## src/rtl/ext_bus_ctrl_pkg.sv

```systemverilog
// Shared types and default timing for the external bus controller.
package ext_bus_pkg;

  typedef enum logic [1:0] {
    IDLE,
    SETUP,
    STROBE,
    HOLD
  } state_t;

  localparam int unsigned DEF_SETUP_CYC   = 1;
  localparam int unsigned DEF_WAIT_CYC    = 2;
  localparam int unsigned DEF_TIMEOUT_CYC = 64;

  localparam logic [7:0] RDATA_TIMEOUT = 8'hFF;

endpackage

```

## src/rtl/ext_bus_ctrl_if.sv

```systemverilog
// CPU-side request/response handshake of the external bus controller.
interface ext_bus_ctrl_if;

  logic        req;
  logic        we;
  logic [15:0] addr;
  logic [7:0]  wdata;
  logic [7:0]  rdata;
  logic        busy;
  logic        done;
  logic        timeout;

  modport master (
    output req, we, addr, wdata,
    input  rdata, busy, done, timeout
  );

  modport slave (
    input  req, we, addr, wdata,
    output rdata, busy, done, timeout
  );

endinterface

```

## src/rtl/ext_bus_ctrl_sync_2ff.sv

```systemverilog
// Two-flop synchronizer for a single asynchronous level, with selectable reset value.
module sync_2ff #(
  parameter logic RST_VAL = 1'b1
) (
  input  logic clk,
  input  logic resb,
  input  logic d,
  output logic q
);

  logic meta;

  always_ff @(posedge clk) begin
    if (!resb) begin
      meta <= RST_VAL;
      q    <= RST_VAL;
    end else begin
      meta <= d;
      q    <= meta;
    end
  end

endmodule

```

## src/rtl/ext_bus_ctrl.sv

```systemverilog
// Sequences off-chip CPU accesses through setup, strobe (wait-state / ready stretched) and hold phases.
module ext_bus_ctrl
  import ext_bus_pkg::*;
#(
  parameter int unsigned SETUP_CYC   = DEF_SETUP_CYC,
  parameter int unsigned WAIT_CYC    = DEF_WAIT_CYC,
  parameter int unsigned TIMEOUT_CYC = DEF_TIMEOUT_CYC
) (
  input  logic        clk,
  input  logic        resb,
  ext_bus_ctrl_if.slave bus,
  output logic [15:0] ext_addr,
  output logic [7:0]  ext_dout,
  output logic        ext_doe,
  output logic        ext_rwb,
  output logic        ext_csb,
  output logic        ext_strb,
  input  logic        ext_rdy,
  input  logic [7:0]  ext_din
);

  // One counter serves both the setup and strobe phases, so size it for the longer.
  localparam int unsigned CNT_MAX = (TIMEOUT_CYC > SETUP_CYC) ? TIMEOUT_CYC : SETUP_CYC;
  localparam int unsigned CNT_W   = $clog2(CNT_MAX + 1);
  localparam logic [CNT_W-1:0] SETUP_N = CNT_W'(SETUP_CYC);
  localparam logic [CNT_W-1:0] WAIT_N  = CNT_W'(WAIT_CYC);
  localparam logic [CNT_W-1:0] TOUT_N  = CNT_W'(TIMEOUT_CYC);
  localparam logic [CNT_W-1:0] ONE     = CNT_W'(1);

  state_t           state;
  logic [CNT_W-1:0] cnt;
  logic             rdy_s;

  sync_2ff #(.RST_VAL(1'b1)) u_rdy_sync (
    .clk  (clk),
    .resb (resb),
    .d    (ext_rdy),
    .q    (rdy_s)
  );

  always_ff @(posedge clk) begin
    if (!resb) begin
      state       <= IDLE;
      cnt         <= '0;
      bus.rdata   <= '0;
      bus.busy    <= 1'b0;
      bus.done    <= 1'b0;
      bus.timeout <= 1'b0;
      ext_addr    <= '0;
      ext_dout    <= '0;
      ext_doe     <= 1'b0;
      ext_rwb     <= 1'b1;
      ext_csb     <= 1'b1;
      ext_strb    <= 1'b0;
    end else begin
      bus.done    <= 1'b0;
      bus.timeout <= 1'b0;
      case (state)
        IDLE: begin
          if (bus.req) begin
            ext_addr <= bus.addr;
            ext_rwb  <= ~bus.we;
            ext_dout <= bus.wdata;
            ext_doe  <= bus.we;
            ext_csb  <= 1'b0;
            bus.busy <= 1'b1;
            cnt      <= ONE;
            state    <= SETUP;
          end
        end
        SETUP: begin
          if (cnt >= SETUP_N) begin
            ext_strb <= 1'b1;
            cnt      <= ONE;
            state    <= STROBE;
          end else begin
            cnt <= cnt + ONE;
          end
        end
        STROBE: begin
          // A ready device wins over the terminal count when both land on the same edge.
          if (cnt >= WAIT_N && rdy_s) begin
            ext_strb <= 1'b0;
            bus.done <= 1'b1;
            if (ext_rwb) bus.rdata <= ext_din;
            state    <= HOLD;
          end else if (cnt == TOUT_N) begin
            ext_strb    <= 1'b0;
            bus.done    <= 1'b1;
            bus.timeout <= 1'b1;
            if (ext_rwb) bus.rdata <= RDATA_TIMEOUT;
            state       <= HOLD;
          end else begin
            cnt <= cnt + ONE;
          end
        end
        HOLD: begin
          ext_csb  <= 1'b1;
          ext_doe  <= 1'b0;
          ext_rwb  <= 1'b1;
          bus.busy <= 1'b0;
          state    <= IDLE;
        end
        default: state <= IDLE;
      endcase
    end
  end

endmodule

```

## src/flat_wrapper.sv

```systemverilog
// flat-port wrapper written by rule: the top's interface ports become plain ports
module ext_bus_ctrl_flat import ext_bus_pkg::*;
#(
  parameter int unsigned SETUP_CYC   = DEF_SETUP_CYC,
  parameter int unsigned WAIT_CYC    = DEF_WAIT_CYC,
  parameter int unsigned TIMEOUT_CYC = DEF_TIMEOUT_CYC
)
  (clk, resb, ext_addr, ext_dout, ext_doe, ext_rwb, ext_csb, ext_strb, ext_rdy, ext_din, bus_req, bus_we, bus_addr, bus_wdata, bus_rdata, bus_busy, bus_done, bus_timeout);
  ext_bus_ctrl_if bus_i ();
  input  logic clk;
  input  logic resb;
  output logic [15:0] ext_addr;
  output logic [7:0] ext_dout;
  output logic ext_doe;
  output logic ext_rwb;
  output logic ext_csb;
  output logic ext_strb;
  input  logic ext_rdy;
  input  logic [7:0] ext_din;
  input wire logic [$bits(bus_i.req)-1:0] bus_req;
  input wire logic [$bits(bus_i.we)-1:0] bus_we;
  input wire logic [$bits(bus_i.addr)-1:0] bus_addr;
  input wire logic [$bits(bus_i.wdata)-1:0] bus_wdata;
  output wire logic [$bits(bus_i.rdata)-1:0] bus_rdata;
  output wire logic [$bits(bus_i.busy)-1:0] bus_busy;
  output wire logic [$bits(bus_i.done)-1:0] bus_done;
  output wire logic [$bits(bus_i.timeout)-1:0] bus_timeout;
  assign bus_i.req = bus_req;
  assign bus_i.we = bus_we;
  assign bus_i.addr = bus_addr;
  assign bus_i.wdata = bus_wdata;
  assign bus_rdata = bus_i.rdata;
  assign bus_busy = bus_i.busy;
  assign bus_done = bus_i.done;
  assign bus_timeout = bus_i.timeout;
  ext_bus_ctrl #(.SETUP_CYC(SETUP_CYC), .WAIT_CYC(WAIT_CYC), .TIMEOUT_CYC(TIMEOUT_CYC)) u_core (.clk(clk), .resb(resb), .bus(bus_i), .ext_addr(ext_addr), .ext_dout(ext_dout), .ext_doe(ext_doe), .ext_rwb(ext_rwb), .ext_csb(ext_csb), .ext_strb(ext_strb), .ext_rdy(ext_rdy), .ext_din(ext_din));
endmodule
```

## config.mk

```make
export PLATFORM = sky130hd
export DESIGN_NAME = ext_bus_ctrl_flat
export DESIGN_NICKNAME = d
export VERILOG_FILES = /design/src/rtl/ext_bus_ctrl_pkg.sv /design/src/rtl/ext_bus_ctrl_if.sv /design/src/rtl/ext_bus_ctrl_sync_2ff.sv /design/src/rtl/ext_bus_ctrl.sv /design/src/flat_wrapper.sv
export SDC_FILE = /design/constraint.sdc
export NUM_CORES = 1
export LEC_CHECK = 0
export ABC_CLOCK_PERIOD_IN_PS = 3800
export BUFFER_PORTS_ARGS = -buffer_cell sky130_fd_sc_hd__buf_2
export CAP_MARGIN = 20
export CORE_UTILIZATION = 39
export CTS_BUF_LIST = sky130_fd_sc_hd__clkbuf_8
export CTS_CLUSTER_SIZE = 10
export DETAILED_ROUTE_END_ITERATION = 8
export GPL_TIMING_DRIVEN = 1
export PLACE_DENSITY = 0.65
export SETUP_SLACK_MARGIN = 0.2
export SLEW_MARGIN = 20
export SYNTH_ARGS = -nofsm -noshare
export SYNTH_HDL_FRONTEND = slang
export SYNTH_SLANG_ARGS = --single-unit
```

## constraint.sdc

```tcl
create_clock -name clk -period 3.8 [get_ports clk]
set_input_delay 0.57 -clock clk [delete_from_list [all_inputs] [get_ports clk]]
set_output_delay 0.57 -clock clk [all_outputs]
set_load 0.05 [all_outputs]
```

Yosys cells after proc, flatten, opt, wreduce, memory -nomap -nowiden. Cells that the tools add are included.

Logic and storage cells: 71. Input port bits: 37. Output and inout bits: 39. Register bits after elaboration: 50.

Magnitude comparators: 2. Equal/unequal tests: 9. Muxes and demuxes: 28. Bitwise gates (word level): 3. Reductions and logical operators: 14. Add/sub/neg operators: 1.

Operator list (count): $mux W8 (4); $mux W7 (4); $pmux W7 S3 (1); $pmux W1 S2 (5); $mux W1 (9); $reduce_and A3 Y1 (3); $mux W2 (4); $pmux W2 S4 (1); $add A7 B1 Y7 const B (1); $eq A7 B7 Y1 const B (1); $ge A7 B1 Y1 const B (1); $ge A7 B2 Y1 const B (1); $ne A2 B2 Y1 const B (3); $reduce_and A2 Y1 (3); $reduce_bool A2 Y1 (3); $eq A2 B2 Y1 const B (2); $reduce_and A4 Y1 (1); $ne A3 B1 Y1 const B (1); $not A1 Y1 (3); $reduce_bool A3 Y1 (1); $reduce_or A3 Y1 (1); $eq A2 B1 Y1 const B (1); $logic_not A2 Y1 (1); $ne A2 B1 Y1 const B (1); $logic_and A1 B1 Y1 (1).

Longest topological paths before layout.
Depth after elaboration: 4. Mapped depth: 7. Gate-level depth less buffers: 7.

By module. From an unflattened synthesis, not the netlist that was laid out.

Cells, all modules: 242. Area, all modules: 2105.8 µm².

By module, submodules not included: ext_bus_ctrl (cells an instance 238, area each 2053.2 µm², instances 1); sync_2ff (cells an instance 4, area each 52.6 µm², instances 1).

Worst setup path after synthesis. Ideal clock, no wire load.

Path kind: reg2reg. From: register u_core.cnt[0]. To: register u_core.cnt[3]. Data arrival time: 1.790 ns. Setup slack: 1.923 ns. Required time: 3.713 ns. Library setup time: 0.087 ns. Stages on the path, launching flop included: 8. Clock period less this slack: 1.877 ns. Path through: dfxtp_1 > inv_1 > ha_1 > or3_1 > o21a_1 > and3b_2 > o2111ai_4 > o31ai_1.

Longest elaborated chain between the ends: 4. Elaborated cells between the ends (all ways): 12.

Ends and longest elaborated chain: from (decl) (RTL line ext_bus_ctrl.sv:31) `logic [CNT_W-1:0] cnt;`; from (signal assigned) (RTL line ext_bus_ctrl.sv:77) `cnt <= cnt + ONE;`; from (signal assigned) (RTL line ext_bus_ctrl.sv:94) `cnt <= cnt + ONE;`; $add A7 B1 Y7 or $ge A7 B2 Y1 (tied branches) (RTL line ext_bus_ctrl.sv:77, ext_bus_ctrl.sv:94, ext_bus_ctrl.sv:82); $mux W7 or $logic_and A1 B1 Y1 (tied branches) (RTL line ext_bus_ctrl.sv:87, ext_bus_ctrl.sv:82); $mux W7 or $ne A2 B2 Y1 (tied branches); $pmux W7 S3 or $reduce_and A4 Y1 (tied branches).

Several ways; a longest one is shown, not always the timed one. The select of a mux whose other input is x is not followed. A chain may end at the register's enable or synchronous reset.

Worst setup path after layout. Ends and elaborated chain as after synthesis.

==> run metrics <==
DRC violations left=0; Final Critical Period=2.12 ns; Max Cap Viol=0; layout cells sized above 1=a little under a third; Netlist cell types=35; worst r2r src=u_core.cnt[0]; I/O pin total=76; delay-heaviest family, CP=compound AO/OA/AOI/OAI gates; final WL=approximately 4.5 mm; Post-Synthesis Cell Area=~2100 um^2; CP bufs+invs=1; status=complete, no violations; Synth Warn #=0; drt pass-1 iters=4; CTS H-Tree Depth=2; CORE AREA=5110 um^2; drt initial violations=75; Clock Path Buffers=2; global-route wire length before repair=7.33 mm; Worst VDD drop=0.386 mV; Worst EP arrival=2.33 ns; R2R Setup Slk=about 1.7 ns; DR vias=between 1500 and 2000; area leader, netlist=dfxtp_1; CTS Root Cell=clkbuf_8; pin count of the biggest net entering global routing=37; syn nets=280; Yosys top cell area share=48.1%; Area contributors post-synth=dfxtp_1 (48%), nand2_1 (10%), o221a_2 (4.9%), ha_1 (4.8%), a21boi_0 (4.7%); FF-to-FF End=u_core.cnt[3]; synthesis-to-layout area growth=25.6%; syn_area_per_cell=about 9 um^2; final hold violations=0; Final setup viols=0; Num CTS Buffers=5; post-synthesis sequential area ratio=48.1%; initial antenna violation count=0; hold buffer count at cts=0; Post-DP HPWL=roughly 3.2 mm; row cnt=26; Setup Buffers After CTS=0; Hold Path Class=flop to flop; number of synthesized register bits=50; Final nets=351; Peak Freq=around 470 MHz; ANT cells=0; cell area power density=between 600 and 700 nW/um^2; vias in the first global route=between 1500 and 2000; post-CTS resize count=0; critical path cell sequence=inv_1 > ha_1 > or3_1 > o21a_1 > and3b_2 > o2111ai_4 > o31ai_1; grt ovf=0; Crit. End Element=flop; Die Y=between 70 and 80 um; fin util=51.2%; Port-buffer cells=between 70 and 80; via/cell ratio=between 4 and 5; Critical Path RT=4.01 ns; Clock Sinks=50; clk_lat worst skew=roughly 0.30 ns; RSZ-0062 raised after global routing=no; Max Slew Vio Count=0; kind of critical path=flop to flop; CP Capture Point=u_core.cnt[3]; Slowest cell on crit path=dfxtp_1; max incr delay on CP=~0.42 ns; Critical path origin=u_core.cnt[0]; post-synthesis cell count=approximately 240; Fin Setup TNS=0 ns; CTS clock-pin slew for the worst setup and hold paths=around 0.09 ns; LEAKAGE=between 1 and 1.5 nW; gr usage total=16.8%; starting density of the core=40.7%; CP max FO=6; routability cong.=~0.80; skew final=0.00622 ns; CTS tree=yes; Final Cycle Share=55.7%; die area=between 5000 and 6000 um^2; Worst-Margin Slew=~0.87 ns; Hold Startpoint=u_core.u_rdy_sync.meta; WL/cell=11.8 um; r2r worst-path depth=7; Crit path depth=7; Routed Antenna Nets=0; Worst slew margin=around 42%; startpoint types=flop; Die Wd=around 75 um
[flip-flops by register name, indices dropped and copies added, names as in the netlist, 2 cells and up]
name              cells
u_core.ext_addr      16
u_core.cnt            7
u_core.state          2
u_core.bus.rdata      8
u_core.ext_dout       8
[cells in the final DEF (no fill, tap or decap), drive strengths merged, types with 4 or more instances in the layout]
cell	instances
o31ai	4
clkbuf	6
a21oi	14
a21boi	13
o21ai	11
nor2	6
dfxtp	50
nand2b	4
nand3	7
buf	75
o221a	9
inv	7
nand2	58
nor3	4
ha	8
[layout make-up]
| cell class | count | area [um^2] |
|---|---|---|
| Clock inverter | 1 | 30.0 |
| Inverter | 7 | 26.3 |
| Fill cell | 496 | 2490 |
| Clock buffer | 6 | 82.6 |
| Timing Repair Buffer | 75 | 375 |
| Multi-Input combinational cell | 167 | 1010 |
| Tap cell | 70 | 87.6 |
| Sequential cell | 50 | 1000 |
[routing by layer]
layer	GRT usage, %	wire length (um)	vias to the layer above
met5	0	0	-
met2	29.3	2060	68
li1	-	-	958
met3	4.28	276	6
met4	5.03	49	0
met1	20.4	2070	836
[report_power, final]
part	switching (mW)	internal [mW]
Clock	0.170	0.211
Sequential	0.0513	0.605
Combinational	0.525	0.203
[logic make-up (layout without fill, tap and decap cells)]
logic type,after synthesis,after routing,share of synthesized area (%)
AND/OR/NAND/NOR,97,97,21.5
buffers and inverters,18,89,3.31
adder cells (fa/ha/maj),8,8,4.81
flip-flops,50,50,48.1
AO/OA/AOI/OAI,60,60,21.3
multiplexers,2,2,0.962
[cells in the mapped netlist]
library cell / number
a41oi_1: 2
inv_1: 7
and2_1: 2
nor2b_1: 2
o21ai_0: 11
dfxtp_1: 50
o31ai_1: 4
a211oi_1: 1
a2111oi_0: 1
nand4_1: 2
and3b_2: 1
o21a_1: 2
o2111ai_4: 1
nand2_1: 58
nor3b_1: 2
clkbuf_1: 10
and2b_1: 1
nand2b_1: 4
or3_1: 1
buf_2: 1
nand3b_1: 1
ha_1: 8
nor2_1: 6
nor3_1: 4
or3b_2: 1
nand3_1: 7
a21boi_0: 13
a21oi_1: 14
or2b_1: 1
or4_1: 1
o211ai_1: 2
o221a_2: 9
and3_1: 2
mux2i_1: 2
nor4_1: 1
[worst min-delay path by stage]
stage	cells past startpoint	endpoint	slack [ns]
2_1_floorplan	1	u_core.u_rdy_sync.q	0.39
3_3_place_gp	1	u_core.u_rdy_sync.q	0.39
3_5_place_dp	1	u_core.u_rdy_sync.q	0.40
4_1_cts	1	u_core.u_rdy_sync.q	0.43
5_1_grt	1	u_core.u_rdy_sync.q	0.45
6_report	1	u_core.u_rdy_sync.q	0.43
[stage by stage]
| step | instances | cell area, um^2 | power (mW) | setup slack (ns) | hold WS (ns) |
|---|---|---|---|---|---|
| finish | 376 | 2610 | 1.76 | 1.68 | 0.425 |
| global route | 376 | 2610 | 1.88 | 1.50 | 0.453 |
| CTS | 376 | 2610 | 1.78 | 1.67 | 0.432 |
| detailed placement | 369 | 2500 | 1.40 | 1.70 | 0.401 |
| global placement | 369 | 2500 | 1.39 | 1.70 | 0.390 |
| floorplan | 235 | 2080 | 1.23 | 1.92 | 0.386 |
No activity file was read; power rests on OpenSTA's default activity.
